$ cat src/rtl/instr_fetch_issue.sv
// -----------------------------------------------------------------------------
// instr_fetch_issue
//   Instruction fetch/issue stage. It holds the PC and fetches one 32-bit MIPS
//   word at a time from instruction memory over a req/ack interface. Each word
//   is latched into an instruction register (IR) and its fields are handed to
//   the control decoder under a valid/ready handshake. The branch/execute
//   stage can redirect the PC at any time.
//
//   Optional feature (compile-time macro FETCH_JUMP_EN): J-format words
//   (opcode 6'b000010) are folded inside the fetch stage. The PC is loaded
//   with the jump target and no instruction is issued for the J word. When
//   the macro is undefined, J is issued like any other instruction.
//
// Parameters
//   RESET_PC     PC loaded on reset (bits [1:0] must be 0)
//
// Ports
//   clk          in   1   clock, all state updates on the rising edge
//   rst_n        in   1   asynchronous active-low reset
//   fetch_en     in   1   1 = fetching allowed; 0 = go idle once no request is open
//   imem_req     out  1   fetch request, held until imem_ack
//   imem_addr    out  32  byte address of the fetch (the current PC)
//   imem_ack     in   1   memory response valid this cycle
//   imem_rdata   in   32  instruction word, sampled when imem_req && imem_ack
//   issue_valid  out  1   decoded fields are valid for the decoder
//   issue_ready  in   1   decoder accepts the fields this cycle
//   opcode       out  6   IR[31:26]
//   funct        out  6   IR[5:0]
//   rs, rt, rd   out  5   IR[25:21], IR[20:16], IR[15:11]
//   imm          out  16  IR[15:0]
//   issue_pc     out  32  address of the issued instruction
//   redirect     in   1   one-cycle pulse: load PC from redirect_pc and flush
//   redirect_pc  in   32  redirect target (bits [1:0] forced to 0)
//   fsm_state    out  2   current FSM state (0 idle, 1 request, 2 issue)
// -----------------------------------------------------------------------------
// Handshakes:
//   - imem: a request is open while imem_req=1. imem_addr stays stable until a
//     cycle in which imem_ack=1, and that cycle completes the transfer. The
//     request is never withdrawn, except by reset or by a redirect. On a
//     redirect, an ack in the same cycle is discarded.
//   - issue: a transfer happens on a rising edge where issue_valid=1 and
//     issue_ready=1. While issue_valid=1 and issue_ready=0, all fields hold.
// -----------------------------------------------------------------------------
module instr_fetch_issue #(
    parameter logic [31:0] RESET_PC = 32'h0000_0000
) (
    input  logic        clk,
    input  logic        rst_n,
    input  logic        fetch_en,
    output logic        imem_req,
    output logic [31:0] imem_addr,
    input  logic        imem_ack,
    input  logic [31:0] imem_rdata,
    output logic        issue_valid,
    input  logic        issue_ready,
    output logic [5:0]  opcode,
    output logic [5:0]  funct,
    output logic [4:0]  rs,
    output logic [4:0]  rt,
    output logic [4:0]  rd,
    output logic [15:0] imm,
    output logic [31:0] issue_pc,
    input  logic        redirect,
    input  logic [31:0] redirect_pc,
    output logic [1:0]  fsm_state
);

    typedef enum logic [1:0] {
        S_IDLE  = 2'd0,
        S_REQ   = 2'd1,
        S_ISSUE = 2'd2
    } state_t;

    state_t      state;
    logic [31:0] pc;
    logic [31:0] ir;
    logic [31:0] pc_plus4;

    // Wraps modulo 2^32 naturally: 32'hFFFF_FFFC + 4 -> 0.
    assign pc_plus4 = pc + 32'd4;

`ifdef FETCH_JUMP_EN
    logic is_jump;
    assign is_jump = (imem_rdata[31:26] == 6'b000010);
`endif

    always_ff @(posedge clk or negedge rst_n) begin
        if (!rst_n) begin
            state       <= S_IDLE;
            pc          <= RESET_PC;
            ir          <= 32'd0;
            issue_pc    <= 32'd0;
            imem_req    <= 1'b0;
            issue_valid <= 1'b0;
        end else if (redirect) begin
            // A redirect overrides everything. Any ack in this cycle is
            // dropped. An issue handshake in this cycle still counts as
            // consumed by the decoder.
            pc          <= redirect_pc & ~32'd3;
            issue_valid <= 1'b0;
            if (fetch_en) begin
                state    <= S_REQ;
                imem_req <= 1'b1;
            end else begin
                state    <= S_IDLE;
                imem_req <= 1'b0;
            end
        end else begin
            case (state)
                S_IDLE: begin
                    if (fetch_en) begin
                        state    <= S_REQ;
                        imem_req <= 1'b1;
                    end
                end
                S_REQ: begin
                    if (imem_ack) begin
`ifdef FETCH_JUMP_EN
                        if (is_jump) begin
                            // Fold the jump. The request stays open and is
                            // sent to the target address on the next cycle.
                            pc <= {pc_plus4[31:28], imem_rdata[25:0], 2'b00};
                        end else begin
                            ir          <= imem_rdata;
                            issue_pc    <= pc;
                            pc          <= pc_plus4;
                            state       <= S_ISSUE;
                            imem_req    <= 1'b0;
                            issue_valid <= 1'b1;
                        end
`else
                        ir          <= imem_rdata;
                        issue_pc    <= pc;
                        pc          <= pc_plus4;
                        state       <= S_ISSUE;
                        imem_req    <= 1'b0;
                        issue_valid <= 1'b1;
`endif
                    end
                end
                S_ISSUE: begin
                    if (issue_ready) begin
                        issue_valid <= 1'b0;
                        if (fetch_en) begin
                            state    <= S_REQ;
                            imem_req <= 1'b1;
                        end else begin
                            state    <= S_IDLE;
                        end
                    end
                end
                default: begin
                    state       <= S_IDLE;
                    imem_req    <= 1'b0;
                    issue_valid <= 1'b0;
                end
            endcase
        end
    end

    assign imem_addr = pc;
    assign opcode    = ir[31:26];
    assign rs        = ir[25:21];
    assign rt        = ir[20:16];
    assign rd        = ir[15:11];
    assign imm       = ir[15:0];
    assign funct     = ir[5:0];
    assign fsm_state = state;

endmodule

$ cat config.mk
export PLATFORM = sky130hd
export DESIGN_NAME = instr_fetch_issue
export DESIGN_NICKNAME = d
export VERILOG_FILES = /design/src/rtl/instr_fetch_issue.sv
export SDC_FILE = /design/constraint.sdc
export NUM_CORES = 1
export LEC_CHECK = 0
export ABC_AREA = 1
export CAP_MARGIN = 20
export CORE_UTILIZATION = 44
export CTS_CLUSTER_SIZE = 24
export DETAILED_ROUTE_END_ITERATION = 12
export GPL_TIMING_DRIVEN = 0
export PLACE_DENSITY = 0.8
export SLEW_MARGIN = 25
export SYNTH_ARGS = -nofsm -noshare
export SYNTH_HDL_FRONTEND = slang
export SYNTH_SLANG_ARGS = --single-unit
$ cat constraint.sdc
create_clock -name clk -period 1.9 [get_ports clk]
set_clock_uncertainty 0.05 [all_clocks]
set_input_delay 0.285 -clock clk [delete_from_list [all_inputs] [get_ports clk]]
set_output_delay 0.285 -clock clk [all_outputs]
set_load 0.1 [all_outputs]
==> results.toml <==
[power]
p_sw_share_pct = 58.51
internal_power_mw = 4.249
power.share.combinational_pct = 58.2
power_density_nw_per_um2 = 1486
power_frac_clock_pct = 13.5
p_leak_nw = 3.277
seq_power_share_pct = 28.3
max-vdd-ir-drop_uv = 848.4
netSwitchingPower_mw = 5.992

[cts]
clkTransAtPathRegs_ns = 0.10
post_cts.repair.setup_buffers = 0
cts_sink_count = 96
cts_tree = "built"
clock_tree.buffer_depth = 2
cts-htree-levels = 3
cts_root_buf = "sky130_fd_sc_hd__clkbuf_8"
clock_latency_ns = 0.37
cts-buffers-inserted = 9

[setup_path]
crit_cells = 1
cpMaxStageDelayCell = "sky130_fd_sc_hd__clkdlybuf4s15_1"
timing.critical_path.slowest_cell_delay_ns = 0.82
critPathRequiredTime_ns = 1.56
worst_r2r_path_depth = 8
timing_worst_setup_path_type = "flop to primary output"
critical_path.cell_chain = "clkdlybuf4s15_1"
cp-end-kind = "primary output"
arrival_ns = 1.53
worst_setup_path_start_kind = "flop"
crit_buf_inv = 1
timing.critical_path.max_delay_family = "buffers and inverters"
critPathMaxFanout = 2
rrSetupSlack_ns = 0.12

[logic_synthesis]
synth_area_sq_um = 4720
seq_area_frac_synth_pct = 50.90
compound_gate_fraction_of_synth_area_pct = 6.363
synthXorXnorAreaFrac_pct = 0.5567
synth_area_per_cell_sq_um = 7.624
yosys-mux-area-fraction_pct = 0
ys_seq_elements = 96
post_synthesis_share_of_cell_area_spent_on_full_adders_half_adders_and_majority_gates_pct = 0.2651
combinational_family_with_the_most_area_after_synthesis = "simple AND/OR/NAND/NOR gates"
syn_inst = 619
post_synth_and_or_nand_nor_area_fraction_pct = 33.64
synth.distinct_cells = 31
yosys_warnings = 0

[global_route]
busiest_layer = "met2"
grt_overflow = 0
grt_antenna_before_repair = 0
met3_usage_pct = 4.453
grt_usage_pct = 26.02
global_route_met1_usage_pct = 35.49
grt_use_met2_pct = 42.11
maximum_number_of_pins_on_one_net_before_global_route_repair = 55
grt_pass1_wl_mm = 22.65
vias_in_the_first_global_route = 4533

[placement]
hpwl_mm = 10.76
port_buffers = 174
routabilityCongestion = 0.9004
place_area_sq_um = 6701

[timing]
final_report_setup_violation_count = 0
fmaxAchievable_mhz = 536.7
max-slew-margin-rel_pct = 37.01
final.min_clock_period_ns = 1.863
grt_setup_unrepaired = "no"
slew_violations = 0
final.period_utilization_pct = 98.07
final-hold-violation-count = 0
tightest_slew_ns = 0.9485
setup_total_negative_slack_ns = 0

[floorplanning]
core_area_sq_um = 10370
die_h_um = 105.6
dieArea_sq_um = 11140
io-pin-count = 181
die_w_um = 105.6
initial_core_util_pct = 45.51
core.rowCount = 37

[flow_run]
max_cap_violations = 0

[layout]
antennaDiodeCount = 0
finalNetCount = 880
post_route_cells_drive_above_1_share_pct = 24.32
area.growth.synth_to_final_pct = 46.05
design_area_sq_um = 6893

[route]
detailed_router_iteration_count_before_antenna_repair = 5
drt_wl_total_mm = 14.21
avgViaCountPerCell = 5.049
number_of_drc_markers_in_iteration_0 = 306
via_count = 4797
route.detailed.drc = 0
drtAntennaViolNets = 0
wl_per_cell_um = 14.95

[hold_path]
worst_hold_path_type = "input pin to async pin"

[status]
outcome = "finished, final reports clean"
[power groups by stage]
stage / logic [mW] / registers, mW / clock network, mW
floorplan: 1.25 / 6.34 / 0
global placement: 6.18 / 2.91 / 0
detailed placement: 6.24 / 2.93 / 0
CTS: 6.05 / 2.89 / 1.40
global route: 6.16 / 2.96 / 1.48
finish: 5.96 / 2.89 / 1.39
[per-stage QoR]
stage          worst slack, ns  util, %  instances  hold WS, ns  power [mW]
6_report               0.03668    66.47        950       0.3377       10.24
5_1_grt               0.005172    66.47        950       0.3660       10.60
4_1_cts              0.0009169    67.58        950       0.3396       10.34
3_5_place_dp           -0.1487    64.62        933       0.1722       9.163
3_3_place_gp            -3.406    64.35        932       0.4031       9.081
2_1_floorplan         0.006958        -        622     -0.06059       7.586
[cell usage after synthesis]
library cell                 n  area share, %
sky130_fd_sc_hd__nor2_4      2           0.48
sky130_fd_sc_hd__buf_2      18            1.9
sky130_fd_sc_hd__dfrtp_1    96             51
sky130_fd_sc_hd__nand2_1   238             19
sky130_fd_sc_hd__conb_1      1          0.079
sky130_fd_sc_hd__inv_2       4           0.32
sky130_fd_sc_hd__o22ai_1     1           0.13
sky130_fd_sc_hd__nand3_4     1           0.37
sky130_fd_sc_hd__buf_1       1          0.079
sky130_fd_sc_hd__nand3b_1    7            1.1
sky130_fd_sc_hd__nor2_1     81            6.4
sky130_fd_sc_hd__a31oi_1     3           0.40
sky130_fd_sc_hd__buf_4      15            2.4
sky130_fd_sc_hd__buf_6       1           0.24
sky130_fd_sc_hd__or2_2       2           0.27
sky130_fd_sc_hd__o21bai_1    1           0.16
sky130_fd_sc_hd__nor3_1     12            1.3
sky130_fd_sc_hd__nand4_1    10            1.3
sky130_fd_sc_hd__o21ai_0    20            2.1
sky130_fd_sc_hd__nand3_1    25            2.7
sky130_fd_sc_hd__nor2_2      5           0.66
sky130_fd_sc_hd__o21ai_1    14            1.5
sky130_fd_sc_hd__nand2_2     1           0.13
sky130_fd_sc_hd__a21oi_1     7           0.74
sky130_fd_sc_hd__o21a_1      1           0.16
sky130_fd_sc_hd__clkbuf_1    2           0.16
sky130_fd_sc_hd__inv_1      39            3.1
sky130_fd_sc_hd__o221ai_1    2           0.37
sky130_fd_sc_hd__o211ai_1    5           0.80
sky130_fd_sc_hd__ha_1        1           0.27
sky130_fd_sc_hd__xor2_1      3           0.56
[final cells by class]
cell class,count,area [sq um]
Tap cell,136,170.2
Buffer,37,225.2
Clock inverter,7,75.07
Fill cell,873,3477
Inverter,43,161.4
Timing Repair Buffer,176,1750
Sequential cell,96,2432
Multi-Input combinational cell,446,1954
Clock buffer,9,123.9
[timing repair]
item / in CTS / in global routing
resized for setup: 292 / 31
endpoints found under the setup margin: 107 / 30
hold buffers: 1 / 0
endpoints found under the hold margin: 42 / 0
[worst paths after layout]
check,from,endpoint
max,issue_pc[17],issue_pc[17]
min,rst_n,issue_pc[11]
max reg2reg,imem_addr[2],imem_addr[28]
min reg2reg,ir[9],ir[9]
max in group asynchronous,rst_n,imem_addr[25]
min in group clk,imem_rdata[27],ir[27]
[layer usage]
metal / up-vias / wire length, um / part of all wire (%)
met4: 0 / 249 / 1.8
met3: 23 / 1003 / 7.1
li1: 2312 / - / -
met5: - / 0 / 0
met2: 203 / 6711 / 47
met1: 2259 / 6242 / 44
[logic make-up after synthesis]
kind of cell / count (synthesis)
other cells: 1
fa+ha+maj: 1
buf+inv: 80
compound gates: 54
flops: 96
xor+xnor: 3
simple gates: 384
[registers in the layout (all words and copies together), names as in the netlist]
name	count
imem_req	1
fsm_state	2
imem_addr	30
ir	32
issue_valid	1
issue_pc	30
[cell usage in the layout, fill, tap and decap left out, types with 3 or more instances in the layout]
| master | n |
|---|---|
| sky130_fd_sc_hd__a21oi_1 | 7 |
| sky130_fd_sc_hd__a31oi_1 | 3 |
| sky130_fd_sc_hd__buf_2 | 18 |
| sky130_fd_sc_hd__buf_4 | 15 |
| sky130_fd_sc_hd__clkbuf_2 | 26 |
| sky130_fd_sc_hd__clkbuf_8 | 9 |
| sky130_fd_sc_hd__clkdlybuf4s15_2 | 80 |
| sky130_fd_sc_hd__clkdlybuf4s50_1 | 66 |
| sky130_fd_sc_hd__conb_1 | 4 |
| sky130_fd_sc_hd__dfrtp_1 | 72 |
| sky130_fd_sc_hd__dfrtp_2 | 24 |
| sky130_fd_sc_hd__inv_1 | 39 |
| sky130_fd_sc_hd__inv_2 | 4 |
| sky130_fd_sc_hd__inv_6 | 4 |
| sky130_fd_sc_hd__nand2_1 | 237 |
| sky130_fd_sc_hd__nand3_1 | 25 |
| sky130_fd_sc_hd__nand3b_1 | 7 |
| sky130_fd_sc_hd__nand4_1 | 10 |
| sky130_fd_sc_hd__nor2_1 | 81 |
| sky130_fd_sc_hd__nor2_2 | 3 |
| sky130_fd_sc_hd__nor2_4 | 4 |
| sky130_fd_sc_hd__nor3_1 | 12 |
| sky130_fd_sc_hd__o211ai_1 | 5 |
| sky130_fd_sc_hd__o21ai_0 | 20 |
| sky130_fd_sc_hd__o21ai_1 | 14 |
| sky130_fd_sc_hd__xor2_1 | 3 |
(Power assumes the default switching activity.)
==> RTL edit, RTL diff (config.mk and constraints unchanged) <==
Reset style: synchronous (`rst_n`), changed in one clocked block. Comments in the files are not updated.
--- a/src/rtl/instr_fetch_issue.sv
+++ b/src/rtl/instr_fetch_issue.sv
@@ -84,7 +84,7 @@
     assign is_jump = (imem_rdata[31:26] == 6'b000010);
 `endif
 
-    always_ff @(posedge clk or negedge rst_n) begin
+    always_ff @(posedge clk) begin
         if (!rst_n) begin
             state       <= S_IDLE;
             pc          <= RESET_PC;
Function: differs if rst_n is asserted again (counterexample within 4 cycles, from zero or initial values and one cycle with rst_n low); with rst_n held inactive, the same outputs for 4 cycles.
==> RTL edit against the unedited design <==
Final cell count is 2.1% higher. Wire length is 7.2% higher. Synthesized area is 5.9% lower. Cell area is 5.9% lower. Sequential cell count stayed put. Core utilization is 0.14 points lower. Hold slack better by 0.023 ns. Setup slack worse by 0.0092 ns. Highest routed layer unchanged.
Power is not compared: it rests on default switching activity, and its combinational part moved more than twofold at a synthesized area within 25%.
==> RTL edit: results (changes against the unedited design) <==
| Metric | Value |
|---|---|
| Synth area leaders | `dfxtp_1 43%, nor2_1 12%, nand2_1 9.9%, o21ai_0 7.6%, a21oi_1 3.9% (was dfrtp_1 51%, nand2_1 19%, nor2_1 6.4%, inv_1 3.1%, nand3_1 2.7%)` |
| Status | `complete, no violations (unchanged)` |
| Minimum clock period | `1.87 ns (was 1.86 ns)` |
| Clk_lat worst skew | `0.38 ns` |
| Synth top cells by count | `147 x nor2_1, 117 x nand2_1, 96 x dfxtp_1, 67 x o21ai_0, 43 x inv_1 (was 238 x nand2_1, 96 x dfrtp_1, 81 x nor2_1, 39 x inv_1, 25 x nand3_1)` |
| CP startpoint | `ir[9] (was issue_pc[17])` |
| Post-Place Worst Slack | `-0.265 ns (was -0.149 ns)` |
| Reg2reg end | `imem_addr[24] (was imem_addr[28])` |
| Worst r2r path cells | `10 (was 8)` |
| First-pass GRT wire length | `23100 um (was 22600 um)` |
| DR vias | `4990 (was 4797)` |
| Reg with most FFs | `ir (unchanged)` |
| Netlist cell types | `36 (was 31)` |
| Largest net degree at the start of global routing | `17 (was 55)` |
| Share of layout cells above drive strength 1 | `0.228 (was 0.243)` |
| Filler cells | `880 (was 873)` |
| First DRT Iteration DRCs | `291 (was 306)` |
| CP Max Fanout | `2 (unchanged)` |
| Worst setup path endpoint | `imm[9] (was issue_pc[17])` |
| Worst IR drop on VDD | `0.000389 V` |
| Ys async rst share | `0 (was 1.00)` |
| Seq/Total Area, Yosys | `0.433 (was 0.509)` |
| Post-CTS setup buffer count | `0 (unchanged)` |
| GRT Total Usage | `0.292 (was 0.260)` |
| Yosys warning total | `0 (unchanged)` |
| DP HPWL | `11600 um (was 10800 um)` |
| Worst path top cell family by delay | `buffers and inverters (unchanged)` |
| Worst rel slew slack | `0.357 (was 0.370)` |
| Crit path DAT | `1.54 ns` |
| Gp weighted congestion | `0.982 (was 0.900)` |
| Vias in the first global route | `4636 (was 4533)` |
| Worst min-delay path category | `input pin to register (was input pin to asynchronous set/reset pin)` |
| # nets final | `903 (was 880)` |
| Max FFs per register | `32 (unchanged)` |
| Wire length per cell | `15.7 um (was 15.0 um)` |
| PortBufs | `173 (was 174)` |
| Reg2Reg Launch Point | `imem_addr[2] (unchanged)` |
[RTL edit: per-layer routing]
layer | GRT usage | up-vias | part of all wire
met5 | 0 | - | 0
li1 | - | 2451 | -
met3 | 0.0581 | 31 | 0.074
met2 | 0.494 | 225 | 0.47
met4 | 0.118 | 0 | 0.027
met1 | 0.364 | 2283 | 0.43
[RTL edit: kinds of logic (layout without fill, tap and decap cells)]
| group | Yosys count | count (layout) | synth area share |
|---|---|---|---|
| AND/OR/NAND/NOR | 316 | 316 | 0.291 |
| AO/OA/AOI/OAI | 132 | 132 | 0.163 |
| flip-flops | 96 | 96 | 0.433 |
| buffers and inverters | 96 | 284 | 0.101 |
| XOR/XNOR | 4 | 4 | 0.00789 |
| adder cells (fa/ha/maj) | 1 | 1 | 0.00282 |
| other | 1 | 4 | 0.000844 |
[RTL edit: power breakdown]
part	internal [W]	total (W)	leakage (nW)	switching [W]
clock	0.000647	0.00141	0.0949	0.000765
sequential	0.00213	0.00224	0.794	0.000107
combinational	0.000397	0.00167	1.66	0.00127
total	0.00317	0.00532	2.54	0.00215
[RTL edit: cell type report]
cell class	count	share of cell area
multi-input combinational	457	0.322
sequential	96	0.302
timing repair buffer	173	0.250
buffer	46	0.0403
inverter	49	0.0286
tap	133	0.0257
clock buffer	10	0.0212
clock inverter	6	0.0102
[RTL edit: worst min-delay path by stage]
stage | from | endpoint | slack (ns) | cells past startpoint
after detailed placement | issue_pc[8] | issue_pc[8] | 0.42 | 2
after global routing | redirect | imem_addr[31] | 0.41 | 5
after CTS | redirect | imem_addr[17] | 0.34 | 5
final | redirect | imem_addr[17] | 0.36 | 5
after global placement | ir[31] | ir[31] | 0.41 | 2
after floorplan | redirect_pc[9] | imem_addr[9] | 0.38 | 2
[RTL edit: repair_timing]
action / CTS / global route
endpoints found under the setup margin: 107 / 48
gates resized for setup: 276 / 46
pin swaps: 0 / 0
[RTL edit: per-stage QoR]
stage          std cells  total power (W)  hold WS [ns]  area (sq um)   util
3_3_place_gp         955          0.00398         0.414          6390  0.654
3_5_place_dp         955          0.00401         0.423          6390  0.654
4_1_cts              971          0.00533         0.344          6670  0.682
5_1_grt              970          0.00549         0.405          6480  0.663
2_1_floorplan        649          0.00351         0.377          4490      -
6_report             970          0.00532         0.360          6480  0.663
